**config.mk**
```make
export PLATFORM = sky130hd
export DESIGN_NAME = alu_vector_sequencer_flat
export DESIGN_NICKNAME = d
export VERILOG_FILES = /design/src/rtl/alu_vector_sequencer_if.sv /design/src/rtl/alu_vector_sequencer.sv /design/src/flat_wrapper.sv
export SDC_FILE = /design/constraint.sdc
export NUM_CORES = 1
export LEC_CHECK = 0
export ABC_AREA = 1
export CAP_MARGIN = 25
export CORE_ASPECT_RATIO = 0.8
export CORE_MARGIN = 1.5
export CORE_UTILIZATION = 52
export CTS_CLUSTER_SIZE = 10
export DETAILED_ROUTE_END_ITERATION = 16
export PLACE_DENSITY = 0.83
export SKIP_LAST_GASP = 1
export SYNTH_ARGS = -nofsm -noshare
export SYNTH_HDL_FRONTEND = slang
export SYNTH_SLANG_ARGS = --single-unit
```
**constraint.sdc**
```tcl
create_clock -name clk -period 4.55 [get_ports clk]
set_input_delay 0.91 -clock clk [delete_from_list [all_inputs] [get_ports clk]]
set_output_delay 0.91 -clock clk [all_outputs]
set_load 0.02 [all_outputs]
```
**src/rtl/alu_vector_sequencer_if.sv**
```systemverilog
// ---------------------------------------------------------------------------
// alu_vector_sequencer_if
// Purpose : Bundles the execute-stage handshake (start/busy/done, operands,
//           results) and the shared scalar ALU connection of the vector
//           sequencer into one interface.
// Signals :
//   start, op_sel, vec_a, vec_b, lane_mask  execute stage -> sequencer
//   busy, done, vec_out, flags_out          sequencer -> execute stage
//   alu_a, alu_b, alu_sel                   sequencer -> external ALU
//   alu_out, alu_n, alu_z, alu_v, alu_c     external ALU -> sequencer
// Modports:
//   master  the sequencer's view
//   slave   the environment's view (execute stage plus ALU)
// ---------------------------------------------------------------------------
interface alu_vector_sequencer_if #(
    parameter int WIDTH = 19,
    parameter int LANES = 4
);
    logic                     start;
    logic [3:0]               op_sel;
    logic [LANES*WIDTH-1:0]   vec_a;
    logic [LANES*WIDTH-1:0]   vec_b;
    logic [LANES-1:0]         lane_mask;
    logic                     busy;
    logic                     done;
    logic [LANES*WIDTH-1:0]   vec_out;
    logic [LANES*4-1:0]       flags_out;
    logic [WIDTH-1:0]         alu_a;
    logic [WIDTH-1:0]         alu_b;
    logic [3:0]               alu_sel;
    logic [WIDTH-1:0]         alu_out;
    logic                     alu_n;
    logic                     alu_z;
    logic                     alu_v;
    logic                     alu_c;

    modport master (
        input  start, op_sel, vec_a, vec_b, lane_mask,
        input  alu_out, alu_n, alu_z, alu_v, alu_c,
        output busy, done, vec_out, flags_out,
        output alu_a, alu_b, alu_sel
    );

    modport slave (
        output start, op_sel, vec_a, vec_b, lane_mask,
        output alu_out, alu_n, alu_z, alu_v, alu_c,
        input  busy, done, vec_out, flags_out,
        input  alu_a, alu_b, alu_sel
    );
endinterface

```
**src/rtl/alu_vector_sequencer.sv**
```systemverilog
// ---------------------------------------------------------------------------
// alu_vector_sequencer
// Purpose : Runs one vector ALU operation as LANES scalar operations on a
//           single shared external ALU, one lane per clock. Per-lane results
//           and {N,Z,V,C} flags are gathered into registered vector outputs.
// Ports   :
//   clk   rising-edge clock
//   rst   synchronous active-high reset
//   bus   alu_vector_sequencer_if.master
//           start/op_sel/vec_a/vec_b/lane_mask in, busy/done/vec_out/
//           flags_out out, alu_a/alu_b/alu_sel out, alu_out/alu_n/z/v/c in
// ---------------------------------------------------------------------------
module alu_vector_sequencer #(
    parameter int WIDTH = 19,
    parameter int LANES = 4
) (
    input  logic                   clk,
    input  logic                   rst,
    alu_vector_sequencer_if.master bus
);
    localparam int              IDX_W    = (LANES > 1) ? $clog2(LANES) : 1;
    localparam logic [IDX_W-1:0] LAST_IDX = IDX_W'(LANES - 1);

    typedef enum logic [1:0] {
        S_IDLE,
        S_RUN,
        S_DONE
    } state_t;

    state_t                 r_state;
    state_t                 w_nextState;
    logic [IDX_W-1:0]       r_idx;
    logic [3:0]             r_opSel;
    logic [LANES*WIDTH-1:0] r_vecA;
    logic [LANES*WIDTH-1:0] r_vecB;
    logic [LANES-1:0]       r_laneMask;
    logic [LANES*WIDTH-1:0] r_vecOut;
    logic [LANES*4-1:0]     r_flagsOut;
    logic                   w_accept;
    logic [WIDTH-1:0]       w_laneA;
    logic [WIDTH-1:0]       w_laneB;

    // Operands of the lane currently being issued, picked from the latched
    // vectors by the lane index.
    assign w_laneA = r_vecA[int'(r_idx)*WIDTH +: WIDTH];
    assign w_laneB = r_vecB[int'(r_idx)*WIDTH +: WIDTH];

    assign bus.vec_out   = r_vecOut;
    assign bus.flags_out = r_flagsOut;

    // State register. Reset wins over everything, including a pending start,
    // so an interrupted operation never produces a done pulse.
    always_ff @(posedge clk) begin
        if (rst) begin
            r_state <= S_IDLE;
        end else begin
            r_state <= w_nextState;
        end
    end

    // Next-state and output decode. DONE accepts a new start exactly like
    // IDLE so back-to-back operations need no gap cycle. The ALU ports are
    // only driven in RUN, and stay driven for masked lanes too.
    always_comb begin
        w_nextState = r_state;
        w_accept    = 1'b0;
        bus.busy    = 1'b0;
        bus.done    = 1'b0;
        bus.alu_a   = '0;
        bus.alu_b   = '0;
        bus.alu_sel = '0;
        case (r_state)
            S_IDLE, S_DONE: begin
                bus.done = (r_state == S_DONE);
                if (bus.start) begin
                    w_accept    = 1'b1;
                    w_nextState = S_RUN;
                end else begin
                    w_nextState = S_IDLE;
                end
            end
            S_RUN: begin
                bus.busy    = 1'b1;
                bus.alu_a   = w_laneA;
                bus.alu_b   = w_laneB;
                bus.alu_sel = r_opSel;
                if (r_idx == LAST_IDX) begin
                    w_nextState = S_DONE;
                end
            end
            default: begin
                w_nextState = S_IDLE;
            end
        endcase
    end

    // Datapath. An accepted start latches the whole request; starts seen in
    // RUN never reach here because w_accept is only raised in IDLE/DONE.
    // Each RUN edge retires lane r_idx: masked-off lanes pass operand A
    // through with cleared flags, so the ALU result for them is dropped.
    // Lanes not yet retired keep the previous operation's values.
    always_ff @(posedge clk) begin
        if (rst) begin
            r_idx      <= '0;
            r_opSel    <= '0;
            r_vecA     <= '0;
            r_vecB     <= '0;
            r_laneMask <= '0;
            r_vecOut   <= '0;
            r_flagsOut <= '0;
        end else if (w_accept) begin
            r_idx      <= '0;
            r_opSel    <= bus.op_sel;
            r_vecA     <= bus.vec_a;
            r_vecB     <= bus.vec_b;
            r_laneMask <= bus.lane_mask;
        end else if (r_state == S_RUN) begin
            if (r_laneMask[r_idx]) begin
                r_vecOut[int'(r_idx)*WIDTH +: WIDTH] <= bus.alu_out;
                r_flagsOut[int'(r_idx)*4 +: 4]       <= {bus.alu_n, bus.alu_z, bus.alu_v, bus.alu_c};
            end else begin
                r_vecOut[int'(r_idx)*WIDTH +: WIDTH] <= w_laneA;
                r_flagsOut[int'(r_idx)*4 +: 4]       <= 4'b0000;
            end
            r_idx <= (r_idx == LAST_IDX) ? '0 : r_idx + 1'b1;
        end
    end
endmodule

```
**src/flat_wrapper.sv**
```systemverilog
// flat-port wrapper written by rule: the top's interface ports become plain ports
module alu_vector_sequencer_flat 
#(
    parameter int WIDTH = 19,
    parameter int LANES = 4
)
  (clk, rst, bus_start, bus_op_sel, bus_vec_a, bus_vec_b, bus_lane_mask, bus_alu_out, bus_alu_n, bus_alu_z, bus_alu_v, bus_alu_c, bus_busy, bus_done, bus_vec_out, bus_flags_out, bus_alu_a, bus_alu_b, bus_alu_sel);
  alu_vector_sequencer_if #(.WIDTH(WIDTH), .LANES(LANES)) bus_i ();
  input  logic clk;
  input  logic rst;
  input wire logic [$bits(bus_i.start)-1:0] bus_start;
  input wire logic [$bits(bus_i.op_sel)-1:0] bus_op_sel;
  input wire logic [$bits(bus_i.vec_a)-1:0] bus_vec_a;
  input wire logic [$bits(bus_i.vec_b)-1:0] bus_vec_b;
  input wire logic [$bits(bus_i.lane_mask)-1:0] bus_lane_mask;
  input wire logic [$bits(bus_i.alu_out)-1:0] bus_alu_out;
  input wire logic [$bits(bus_i.alu_n)-1:0] bus_alu_n;
  input wire logic [$bits(bus_i.alu_z)-1:0] bus_alu_z;
  input wire logic [$bits(bus_i.alu_v)-1:0] bus_alu_v;
  input wire logic [$bits(bus_i.alu_c)-1:0] bus_alu_c;
  output wire logic [$bits(bus_i.busy)-1:0] bus_busy;
  output wire logic [$bits(bus_i.done)-1:0] bus_done;
  output wire logic [$bits(bus_i.vec_out)-1:0] bus_vec_out;
  output wire logic [$bits(bus_i.flags_out)-1:0] bus_flags_out;
  output wire logic [$bits(bus_i.alu_a)-1:0] bus_alu_a;
  output wire logic [$bits(bus_i.alu_b)-1:0] bus_alu_b;
  output wire logic [$bits(bus_i.alu_sel)-1:0] bus_alu_sel;
  assign bus_i.start = bus_start;
  assign bus_i.op_sel = bus_op_sel;
  assign bus_i.vec_a = bus_vec_a;
  assign bus_i.vec_b = bus_vec_b;
  assign bus_i.lane_mask = bus_lane_mask;
  assign bus_i.alu_out = bus_alu_out;
  assign bus_i.alu_n = bus_alu_n;
  assign bus_i.alu_z = bus_alu_z;
  assign bus_i.alu_v = bus_alu_v;
  assign bus_i.alu_c = bus_alu_c;
  assign bus_busy = bus_i.busy;
  assign bus_done = bus_i.done;
  assign bus_vec_out = bus_i.vec_out;
  assign bus_flags_out = bus_i.flags_out;
  assign bus_alu_a = bus_i.alu_a;
  assign bus_alu_b = bus_i.alu_b;
  assign bus_alu_sel = bus_i.alu_sel;
  alu_vector_sequencer #(.WIDTH(WIDTH), .LANES(LANES)) u_core (.clk(clk), .rst(rst), .bus(bus_i));
endmodule
```
* Word-level counts from Yosys, hierarchy flattened
Index checks and enable logic that the tools add are counted.
** Word-level totals
- Input port bits :: 186
- Flip-flop bits (word level) :: 256
** Cells by class
- Mux-type cells :: 19
- Multipliers :: 1
- Bitwise logic cells :: 1
- $add $sub $neg :: 3
- Eq/ne operators :: 4
- $lt $le $gt $ge :: 1
- Shifts and indexed selects :: 8
- Reduce and logical (&&, ||, !) cells :: 4
** Operators with widths (count)
- 76-bit bitwise mux :: 2
- 19-bit by 33-bit indexed part select with 76-bit output :: 2
- 76-bit two-way mux :: 1
- 19-bit by 33-bit variable shift with 76-bit output (first input constant) :: 1
- 76-bit by 32-bit indexed part select with 19-bit output :: 1
- 76-bit by 8-bit indexed part select with 19-bit output :: 1
- 19-bit two-way mux :: 2
- 32-bit negator with 33-bit output :: 1
- 4-bit negator with 33-bit output :: 1
- 4-bit by 33-bit variable shift with 16-bit output (first input constant) :: 1
- 4-bit by 33-bit indexed part select with 16-bit output :: 1
- 4-bit by 33-bit indexed part select with 16-bit output (first input constant) :: 1
- 16-bit bitwise mux :: 2
- 16-bit two-way mux :: 1
- 2-bit by 5-bit multiplier with 7-bit output (second input constant) :: 1
- 1-bit two-way mux :: 6
- 2-bit == test (second input constant) :: 2
- 2-bit two-way mux :: 2
- 4-bit two-way mux :: 1
- 2-bit case mux with 2 select lines :: 1
- 2-bit OR reduction :: 2
- 2-bit by 3-bit less-than comparator with 1-bit output (second input constant) :: 1
- 2-bit by 1-bit adder with 2-bit output (second input constant) :: 1
- 1-bit binary-select mux with 2-bit select :: 1
- 5 further kinds :: 5

* Longest topological paths before layout
- Depth after elaboration :: 5
- Depth in mapped cells :: 14

* Worst setup path after synthesis
OpenSTA, ideal clock, no wires.
- Kind :: flip-flop to output port
- Start :: reg u_core.r_idx[0]
- End :: out bus_alu_b[12]
- Buffers on the path :: 4
- Path slack :: 2.004 ns
- Arrival :: 1.636 ns
- Data required time :: 3.640 ns
- Cell stages (with the launch flop) :: 8
- Cell sequence :: dfxtp_1 > buf_4 > inv_2 > buf_6 > buf_2 > clkbuf_1 > o21ai_0 > a21oi_1
** Between the ends
- Word-level cells in the longest chain between the ends :: 3
** RTL lines
- from (decl) :: RTL line alu_vector_sequencer.sv:32 : logic [IDX_W-1:0] r_idx;
- from (signal assigned) :: RTL line alu_vector_sequencer.sv:125 : r_idx <= (r_idx == LAST_IDX) ? '0 : r_idx + 1'b1;
- 2-bit by 5-bit multiplier with 7-bit output :: RTL line alu_vector_sequencer.sv:46 : assign w_laneB = r_vecB[int'(r_idx)*WIDTH +: WIDTH];
- 76-bit by 32-bit indexed part select with 19-bit output :: RTL line alu_vector_sequencer.sv:46
- 19-bit two-way mux :: RTL line alu_vector_sequencer.sv:72 : case (r_state)
- to (decl) :: RTL line flat_wrapper.sv:26 : output wire logic [$bits(bus_i.alu_b)-1:0] bus_alu_b;
No other way between the ends.

* Worst setup path after layout
- Start :: reg u_core.r_state[0]
- End :: out bus_alu_b[4]
** Between the ends
- Word-level cells in the longest chain between the ends :: 2
** RTL lines
- from (decl) :: RTL line alu_vector_sequencer.sv:30 : state_t r_state;
- from (signal assigned) :: RTL line alu_vector_sequencer.sv:57 : r_state <= w_nextState;
- 2-bit by 1-bit == test with 1-bit output :: RTL line alu_vector_sequencer.sv:72
- 19-bit two-way mux :: RTL line alu_vector_sequencer.sv:72
No other way between the ends.

==> metrics.md <==
| Metric | Value |
|---|---|
| CTS clk-pin slew, worst paths | approximately 60 ps |
| Layout cells sized above 1 | 0.0360 |
| Fin. Hold Viols | 0 |
| DRC | 0 |
| Leakage Power | slightly above 6 nW |
| Syn avg cell area | around 6.7 um2 |
| Nets@finish | between 2000 and 2500 |
| Unrepaired setup endpoints after global routing | false |
| Initial Utilization | 0.532 |
| Gate Count Post-Synth | about 1700 |
| Vias in the first global route | between 10000 and 15000 |
| Max_slew headroom | 0.319 |
| IO buf count | approximately 320 |
| Worst min path class | reg2reg |
| Post-synth EDFFs | 0 |
| Slew of the pin with the lowest slew margin | about 1000 ps |
| Setup tns final | 0 ps |
| Die Height | 136 um |
| Reg2Reg Setup Slack | 1330 ps |
| Post-Place Cell Area | 14700 um2 |
| Synth top area share | 0.444 |
| GRT Residual Overflow | 0 |
| Critical-path maximum fanout | 30 |
| Final setup fails | 0 |
| Top-count cell post-synth | nor2_1 |
| Final Worst Setup Slack | ~600 ps |
| Max Freq | roughly 250 MHz |
| Setup crit start kind | flip-flop |
| Area grow syn2layout | 34.2% |
| Leading area contributor after synthesis | dfxtp_1 |
| Int Pwr | just under 0.004 W |
| Largest cells by area after synthesis | dfxtp_1 (44%), nor2_1 (14%), nand2_1 (10%), o21ai_0 (10%), nand3_1 (5.7%) |
| Max Cap Viol | 0 |
| Die area | ~23000 um2 |
| VDD IR max | 245 uV |
| Comb pwr share | 0.194 |
| CP arrival | 3030 ps |
| CTS buffer count | 29 |
| RD Place Congestion | 0.964 |
| Yosys warns | 0 |
| Post-DP HPWL | about 27 mm |
| CTS tree | yes |
| Overall Global Routing Usage | 0.338 |
| Remaining antenna violation count | 0 |
| DP Worst Slack | approximately 1200 ps |
| Req. time, crit path | between 3000 and 4000 ps |
| Status | finished, final reports clean |
| Switching power | 0.00162 W |
| Vias/cell | between 5 and 6 |
| Distinct cell type count after synthesis | 26 |
| Power Dens Cells | roughly 360 nW/um2 |
| WHS | approximately 460 ps |
| First-pass GRT wire length | just over 60 mm |
| Final cycle utilization of the critical path | 0.866 |
| Root Driver | clkbuf_16 |
| Clock share of power | 0.363 |
| Post-Route WL | around 40 mm |
| Num ports | ~320 |
| Syn_nets | 1921 |
| Most used DFF post-synth | dfxtp_1 |
| Slew Viols, Final | 0 |
| CORE AREA | 21700 um2 |
| Worst skew pair latency | between 500 and 600 ps |
| CTS Sinks | around 260 |
| Fill cells | roughly 1900 |
| Register bit total from synthesis | about 260 |
| Initial antenna violation count | 2 |
| Largest net degree at the start of global routing | between 100 and 150 |
| Final instance area | 15500 um2 |
| Endpoint class of the critical path | output pin |
| # hold bufs at CTS | 0 |
| Top cells by count, synth | nor2_1 (441), nand2_1 (320), dfxtp_1 (256), o21ai_0 (234), nand3_1 (132) |
| WL per Instance | 17.8 um |
| Vias | about 13000 |
| # H-tree levels | 1 |
| Initial DRT Pass Iterations | 8 |
| Starting DRT DRC Count | 1671 |
| Setup CP Type | reg2out |
| Worst Skew | between 8 and 9 ps |
| Post-synthesis async set-or-reset flop share | 0 |
| Setup Buffers After CTS | 0 |
| Synthesized cell area | between 10000 and 15000 um2 |
| Post-layout min period | approximately 3900 ps |
| Seq/Total Area, Yosys | 0.444 |
| Clk buf depth | 3 |
| Reg power frac | 0.443 |
| Post-cts resize count | 0 |
| Std cell rows | 48 |
| Die Wd | roughly 170 um |
| Switch share | 0.292 |
[logic make-up (layout without fill, tap and decap cells)]
family | Yosys count | in the layout | share of synthesized area
fa+ha+maj | 8 | 8 | 0.00868
flops | 256 | 256 | 0.444
other cells | 0 | 1 | 0
buf+inv | 191 | 436 | 0.0702
simple gates | 914 | 914 | 0.319
compound gates | 358 | 358 | 0.158
[per-stage QoR]
stage,util,instances,total power [W]
after floorplan,-,1727,0.00311
after global placement,0.679,2238,0.00353
after detailed placement,0.679,2238,0.00355
after CTS,0.714,2272,0.00552
after global routing,0.714,2273,0.00575
final,0.714,2273,0.00554
[placed cells by master (no fill, tap or decap), drive strengths merged]
master	synthesis	layout
nor2	445	445
nand2	322	322
clkdlybuf4s50	0	320
dfxtp	256	256
o21ai	239	239
nand3	133	133
a21oi	109	109
inv	59	59
clkbuf	83	33
buf	48	22
nand4	11	11
o21a	10	10
ha	8	8
clkinv	1	2
nor3	2	2
diode	0	1
or2	1	1
[final cells by class]
cell class              count  area [um2]  area share
diodes                      1        2.50    0.000162
clock buffers              33         751      0.0485
clock inverters             1        8.76    0.000566
inverters                  60         230      0.0149
multi-input cells        1280        5600       0.362
flip-flops and latches    256        5130       0.331
well taps                 300         375      0.0242
repair buffers            342        3380       0.218
[registers in the layout, summed over array words and instances, names as in the netlist]
name and flops:
u_core.r_state 2, u_core.r_idx 2, u_core.bus.flags_out 16, u_core.r_vecB 76, u_core.r_laneMask 4, u_core.r_opSel 4
u_core.r_vecA 76, u_core.bus.vec_out 76
[routing by layer]
metal	part of all wire	vias to the layer above	GRT usage
li1	-	6023	-
met1	0.41	5802	0.441
met2	0.44	711	0.529
met3	0.11	119	0.0955
met4	0.039	2	0.136
met5	0.00032	-	0
[power groups by stage]
stage          clock, W  combinational, W  sequential (W)
2_1_floorplan         0          0.000614         0.00250
3_3_place_gp          0           0.00104         0.00249
3_5_place_dp          0           0.00105         0.00250
4_1_cts         0.00201           0.00106         0.00245
5_1_grt         0.00211           0.00117         0.00247
6_report        0.00201           0.00108         0.00245
[worst max-delay path, stage by stage, from the launching register on]
cell and delay, ps:
dfxtp_1 360, inv_2 90, nor2_8 130, clkinv_1 560, buf_4 500, a21oi_1 200
clkdlybuf4s50_1 640
[path summary, 6_finish.rpt]
path / from / end / depth (start not counted)
max: u_core.r_state[0] / bus_alu_b[4] / 6
min: u_core.r_opSel[2] / u_core.r_opSel[2] / 2
max reg2reg: u_core.r_idx[1] / u_core.bus.vec_out[4] / 7
min reg2reg: u_core.r_opSel[2] / u_core.r_opSel[2] / 2
Power figures use the tool's default switching activity.
